$ cat src/rtl/watch_time_setter_pkg.sv
// Shared types and BCD helpers for the watch time-set controller.
package watch_time_setter_pkg;

    typedef enum logic [2:0] {
        ST_RUN,
        ST_CAPTURE,
        ST_EDIT_HR,
        ST_EDIT_MIN,
        ST_COMMIT
    } state_t;

    localparam logic [3:0] BCD_MAX_MIN1  = 4'd5;
    localparam logic [3:0] BCD_MAX_DIGIT = 4'd9;

    typedef struct packed {
        logic [3:0] d1;
        logic [3:0] d0;
    } bcd2_t;

    function automatic logic [7:0] bcd2_val(input bcd2_t b);
        return 8'(b.d1) * 8'd10 + 8'(b.d0);
    endfunction

    function automatic logic bcd2_valid(input bcd2_t b);
        return (b.d1 <= BCD_MAX_DIGIT) && (b.d0 <= BCD_MAX_DIGIT);
    endfunction

    function automatic bcd2_t bcd2_inc(input bcd2_t b);
        bcd2_t r;
        if (b.d0 >= BCD_MAX_DIGIT) begin
            r.d1 = b.d1 + 4'd1;
            r.d0 = 4'd0;
        end else begin
            r.d1 = b.d1;
            r.d0 = b.d0 + 4'd1;
        end
        return r;
    endfunction

    function automatic bcd2_t to_bcd2(input logic [7:0] v);
        bcd2_t r;
        r.d1 = 4'(v / 8'd10);
        r.d0 = 4'(v % 8'd10);
        return r;
    endfunction

endpackage

$ cat src/rtl/watch_time_setter_btn_edge.sv
// Rising-edge detector; history resets to 1 so a button held through reset never fires.
module watch_time_setter_btn_edge (
    input  logic clk,
    input  logic reset,
    input  logic btn,
    output logic rise
);
    logic btn_q;

    always_ff @(posedge clk) begin
        if (reset) btn_q <= 1'b1;
        else       btn_q <= btn;
    end

    assign rise = btn & ~btn_q;

endmodule

$ cat src/rtl/watch_time_setter.sv
// Button-driven time-set controller: capture live time, step hours then minutes, strobe load.
module watch_time_setter
    import watch_time_setter_pkg::*;
#(
    parameter int BLINK_DIV = 25_000_000,
    parameter int HOUR_MIN  = 1,
    parameter int HOUR_MAX  = 12
) (
    input  logic       clk,
    input  logic       reset,
    input  logic       set_req,
    input  logic       inc,
    input  logic       cancel,
    input  logic [3:0] cur_hr1,
    input  logic [3:0] cur_hr0,
    input  logic [3:0] cur_min1,
    input  logic [3:0] cur_min0,
    output logic [3:0] hr1,
    output logic [3:0] hr0,
    output logic [3:0] min1,
    output logic [3:0] min0,
    output logic       load,
    output logic       hold,
    output logic       edit_hr,
    output logic       edit_min,
    output logic       blink
);
    localparam int          CNT_W      = (BLINK_DIV > 2) ? $clog2(BLINK_DIV) : 1;
    localparam logic [CNT_W-1:0] CNT_LAST = CNT_W'(BLINK_DIV - 1);
    localparam logic [7:0]  HMIN       = 8'(HOUR_MIN);
    localparam logic [7:0]  HMAX       = 8'(HOUR_MAX);
    localparam bcd2_t       HR_MIN_BCD = to_bcd2(HMIN);

    // Bit 0 = set_req, bit 1 = inc.
    logic [1:0] btn_lvl, btn_rise;
    logic       set_e, inc_e;

    assign btn_lvl = {inc, set_req};

    watch_time_setter_btn_edge u_btn_edge [1:0] (
        .clk   (clk),
        .reset (reset),
        .btn   (btn_lvl),
        .rise  (btn_rise)
    );

    assign set_e = btn_rise[0];
    assign inc_e = btn_rise[1];

    state_t           state;
    bcd2_t            hr_buf, min_buf;
    logic [CNT_W-1:0] blink_cnt;

    bcd2_t      cur_hr, cur_min, cap_hr, cap_min, hr_inc, min_inc;
    logic [7:0] cur_hr_val;

    assign cur_hr     = {cur_hr1, cur_hr0};
    assign cur_min    = {cur_min1, cur_min0};
    assign cur_hr_val = bcd2_val(cur_hr);

    // Out-of-range live values are normalised so the edit buffer is always legal.
    assign cap_hr  = (bcd2_valid(cur_hr) && cur_hr_val >= HMIN && cur_hr_val <= HMAX)
                     ? cur_hr : HR_MIN_BCD;
    assign cap_min = (bcd2_valid(cur_min) && cur_min.d1 <= BCD_MAX_MIN1) ? cur_min : bcd2_t'(8'h00);

    assign hr_inc  = (bcd2_val(hr_buf) >= HMAX) ? HR_MIN_BCD : bcd2_inc(hr_buf);
    assign min_inc = (min_buf.d1 >= BCD_MAX_MIN1 && min_buf.d0 >= BCD_MAX_DIGIT)
                     ? bcd2_t'(8'h00) : bcd2_inc(min_buf);

    assign hr1  = hr_buf.d1;
    assign hr0  = hr_buf.d0;
    assign min1 = min_buf.d1;
    assign min0 = min_buf.d0;

    always_ff @(posedge clk) begin
        if (reset) begin
            state     <= ST_RUN;
            hr_buf    <= '0;
            min_buf   <= '0;
            load      <= 1'b0;
            hold      <= 1'b0;
            edit_hr   <= 1'b0;
            edit_min  <= 1'b0;
            blink     <= 1'b0;
            blink_cnt <= '0;
        end else begin
            load <= 1'b0;
            case (state)
                ST_RUN: begin
                    if (set_e) begin
                        state <= ST_CAPTURE;
                        hold  <= 1'b1;
                    end
                end
                ST_CAPTURE: begin
                    if (cancel) begin
                        state <= ST_RUN;
                        hold  <= 1'b0;
                    end else begin
                        hr_buf    <= cap_hr;
                        min_buf   <= cap_min;
                        blink     <= 1'b1;
                        blink_cnt <= '0;
                        edit_hr   <= 1'b1;
                        state     <= ST_EDIT_HR;
                    end
                end
                ST_EDIT_HR, ST_EDIT_MIN: begin
                    // Free-running blink; later assignments below override it.
                    if (blink_cnt == CNT_LAST) begin
                        blink_cnt <= '0;
                        blink     <= ~blink;
                    end else begin
                        blink_cnt <= blink_cnt + 1'b1;
                    end

                    if (cancel) begin
                        state     <= ST_RUN;
                        hold      <= 1'b0;
                        edit_hr   <= 1'b0;
                        edit_min  <= 1'b0;
                        blink     <= 1'b0;
                        blink_cnt <= '0;
                    end else if (set_e) begin
                        if (state == ST_EDIT_HR) begin
                            state    <= ST_EDIT_MIN;
                            edit_hr  <= 1'b0;
                            edit_min <= 1'b1;
                        end else begin
                            state     <= ST_COMMIT;
                            edit_min  <= 1'b0;
                            load      <= 1'b1;
                            blink     <= 1'b0;
                            blink_cnt <= '0;
                        end
                    end else if (inc_e) begin
                        if (state == ST_EDIT_HR) hr_buf  <= hr_inc;
                        else                     min_buf <= min_inc;
                        blink     <= 1'b1;
                        blink_cnt <= '0;
                    end
                end
                ST_COMMIT: begin
                    state <= ST_RUN;
                    hold  <= 1'b0;
                end
                default: begin
                    state <= ST_RUN;
                    hold  <= 1'b0;
                end
            endcase
        end
    end

endmodule

$ cat config.mk
export PLATFORM = sky130hd
export DESIGN_NAME = watch_time_setter
export DESIGN_NICKNAME = d
export VERILOG_FILES = /design/src/rtl/watch_time_setter_pkg.sv /design/src/rtl/watch_time_setter_btn_edge.sv /design/src/rtl/watch_time_setter.sv
export SDC_FILE = /design/constraint.sdc
export NUM_CORES = 1
export LEC_CHECK = 0
export CORE_UTILIZATION = 50
export CTS_CLUSTER_SIZE = 16
export DETAILED_ROUTE_END_ITERATION = 12
export PLACE_DENSITY = 0.73
export RECOVER_POWER = 100
export SLEW_MARGIN = 20
export SYNTH_ARGS = -nofsm -noshare
export SYNTH_HDL_FRONTEND = slang
export SYNTH_HIERARCHICAL = 1
export SYNTH_SLANG_ARGS = --single-unit
$ cat constraint.sdc
create_clock -name clk -period 3.45 [get_ports clk]
set_clock_uncertainty 0.05 [all_clocks]
set_input_delay 0.5175 -clock clk [delete_from_list [all_inputs] [get_ports clk]]
set_output_delay 0.5175 -clock clk [all_outputs]
set_load 0.02 [all_outputs]
==> results.ini <==
[status]
run_status=finished, final reports clean

[critical_path]
crit_arrival_ns=3.31
endpoint=hr0[3]
endpoint_kind=flip-flop
reg2regPathDepth=7
rr_endpoint=hr0[3]
worstSetupStartpointType=flip-flop
crit_fanout=7
path_class=flip-flop to flip-flop
critPathLaunch=hr1[1]
ff2ff_setup_slack_ns=0.30
reg2reg_from=hr1[1]
required_ns=3.61

[clock_network]
clock_path_buffers=2
clk_pin_slew_worst_paths_ns=0.10
cts_buffers=5
htree_levels=2
clk_latency_ns=0.31
cts_resized=0
cts_setup_buffers=0
clock-sinks=51
cts_hold_buffers=0
cts-root-buf=clkbuf_8
cts_tree=done

[power_and_ir_drop]
p_leak_nw=1.52
power.density_nw_per_um2=295
ir_drop_mv=0.178

[finish]
syn_to_final_growth_pct=15.7
drive_above_1_share=0.0696
diodes=0
nNetsFinal=511

[yosys]
seq_area_frac_synth=0.286
syn_nets=471
syn_area_per_cell_sq_um=8.51
ys_ff_latch=51
synthCells=419
netlist_area_sq_um=3570
ys_types=70
synth-edff-count=0
synthArstFlopShare=0
synthFlopType=dfxtp_1
yosysWarnings=6

[die]
core_area_sq_um=6830
initial_utilization=0.522
die_x_um=86.5
dieArea_sq_um=7480
die_y_um=86.5
io_pins=42
rows=30

[place]
place_congestion=0.872
dp_slack_ns=0.0101
port_buffers=41
place_hpwl_mm=5.87

[global_routing]
antenna_found_initial=0
grt_pass1_wl_mm=13.2
grt_pass1_vias=2948
grt_overflow_total=0
grt_use_total=0.218
grt_start_max_net_pins=24

[detailed_routing]
vias=3229
wl_per_cell_um=13.9
antenna_left=0
viasPerCell=5.81
drcViolationCount=0
dr.pass1.iters=4
drt_iter0_markers=141
drt-total-wl_mm=7.73

[timing]
max_freq_mhz=317
fin_crit_ns=3.15
period_share=0.913
hold_violations=0
setup_slack_ns=0.299
slew-limit-headroom=0.402
slew_viol_final=0
max_slew.worst_pin.slew_ns=0.895
tns_ns=0
rsz0062_at_grt=false
setup_violations=0

[hold_path]
min_path_type=flip-flop to flip-flop

[run]
drv_cap=0

## worst min path at each step
stage	startpoint	slack, ns	cells past startpoint	to
after floorplan	blink_cnt[23]	0.41	1	blink_cnt[23]
after global placement	edit_min	0.41	2	edit_min
after detailed placement	edit_min	0.43	2	edit_min
after CTS	edit_min	0.44	2	edit_min
after global routing	edit_min	0.47	2	edit_min
final	edit_min	0.44	2	edit_min
## worst max-delay path, stage by stage, from the launching register on
cell and delay (ns):
dfxtp_1 0.47, ha_1 0.29, ha_1 0.21, fa_1 0.52
o41ai_1 0.80, buf_4 0.27, nand4_1 0.12, a311oi_1 0.31
## metrics by stage
stage / cell area, sq um / utilization / instances / hold slack [ns] / total power [mW]
after floorplan: 3570 / - / 419 / 0.414 / 0.742
after global placement: 4040 / 0.591 / 548 / 0.415 / 0.803
after detailed placement: 4040 / 0.591 / 548 / 0.427 / 0.807
after CTS: 4150 / 0.608 / 556 / 0.441 / 1.24
after global routing: 4130 / 0.604 / 556 / 0.471 / 1.28
final: 4130 / 0.604 / 556 / 0.437 / 1.22
## layout by cell type, fill, tap and decap left out, types with 6 or more instances in the layout
cell	netlist	final
nand2_1	18	18
nor2b_1	11	11
and3_1	6	6
nor2_1	46	46
o21ai_0	16	16
dlygate4sd3_1	0	24
a31oi_1	7	7
buf_4	1	8
inv_1	26	26
a21oi_1	22	22
xor2_1	6	6
clkdlybuf4s50_1	0	17
dfxtp_1	51	51
nand4_1	14	14
a221oi_1	6	6
nand3_1	13	13
a211oi_1	10	10
nor3_1	10	10
nor4_1	9	9
ha_1	27	27
xnor2_1	20	20
## state kept, by name, indices dropped and copies added (netlist names), 2 cells and up
name,cells
blink_cnt,25
hr0,4
hr1,4
min0,4
min1,4
state,3
u_btn_edge/btn_q,2
## cells by family (layout without fill, tap and decap cells)
| group | count (synthesis) | count (layout) | synth area share |
|---|---|---|---|
| compound gates | 102 | 102 | 0.203 |
| flops | 51 | 51 | 0.286 |
| fa+ha+maj | 31 | 31 | 0.117 |
| buf+inv | 43 | 84 | 0.0635 |
| xor+xnor | 26 | 26 | 0.0638 |
| mux | 2 | 2 | 0.00561 |
| simple gates | 164 | 164 | 0.260 |
## area by class of cell
class,count,area (sq um)
tap,96,120
multi-input combinational,325,2300
fill,624,2710
timing repair buffer,50,474
sequential,51,1020
clock inverter,3,47.5
inverter,26,97.6
clock buffer,5,68.8
## power breakdown
part	switching (mW)	leakage, nW	internal (mW)
logic	0.104	1.04	0.0814
clock network	0.209	0.0587	0.220
registers	0.00852	0.412	0.596
## cells in the mapped netlist, drive strengths merged (5+ instances only)
library cell / count / area (sq um)
a221oi: 6 / 52.6
and3: 7 / 45.1
nand2b: 5 / 31.3
a21oi: 23 / 119
nand3: 13 / 65.1
nor2: 46 / 173
dfxtp: 51 / 1020
xor2: 6 / 52.6
clkbuf: 12 / 88.8
nor2b: 11 / 68.8
ha: 27 / 338
nand4: 14 / 87.6
a21o: 7 / 61.3
buf: 5 / 40.0
nor3b: 5 / 37.5
a31oi: 7 / 43.8
a211oi: 10 / 75.1
xnor2: 20 / 175
nand2: 18 / 67.6
o21ai: 17 / 88.8
nor3: 10 / 50.1
nor4: 10 / 77.6
inv: 26 / 97.6
## metal layers
metal / vias up / global-route usage / share of wire
met2: 61 / 0.368 / 0.47
met3: 10 / 0.0324 / 0.026
met5: - / 0 / 0
met1: 1538 / 0.284 / 0.48
met4: 0 / 0.0758 / 0.014
li1: 1620 / - / -
Note: power is estimated with default switching activity, not from simulation.
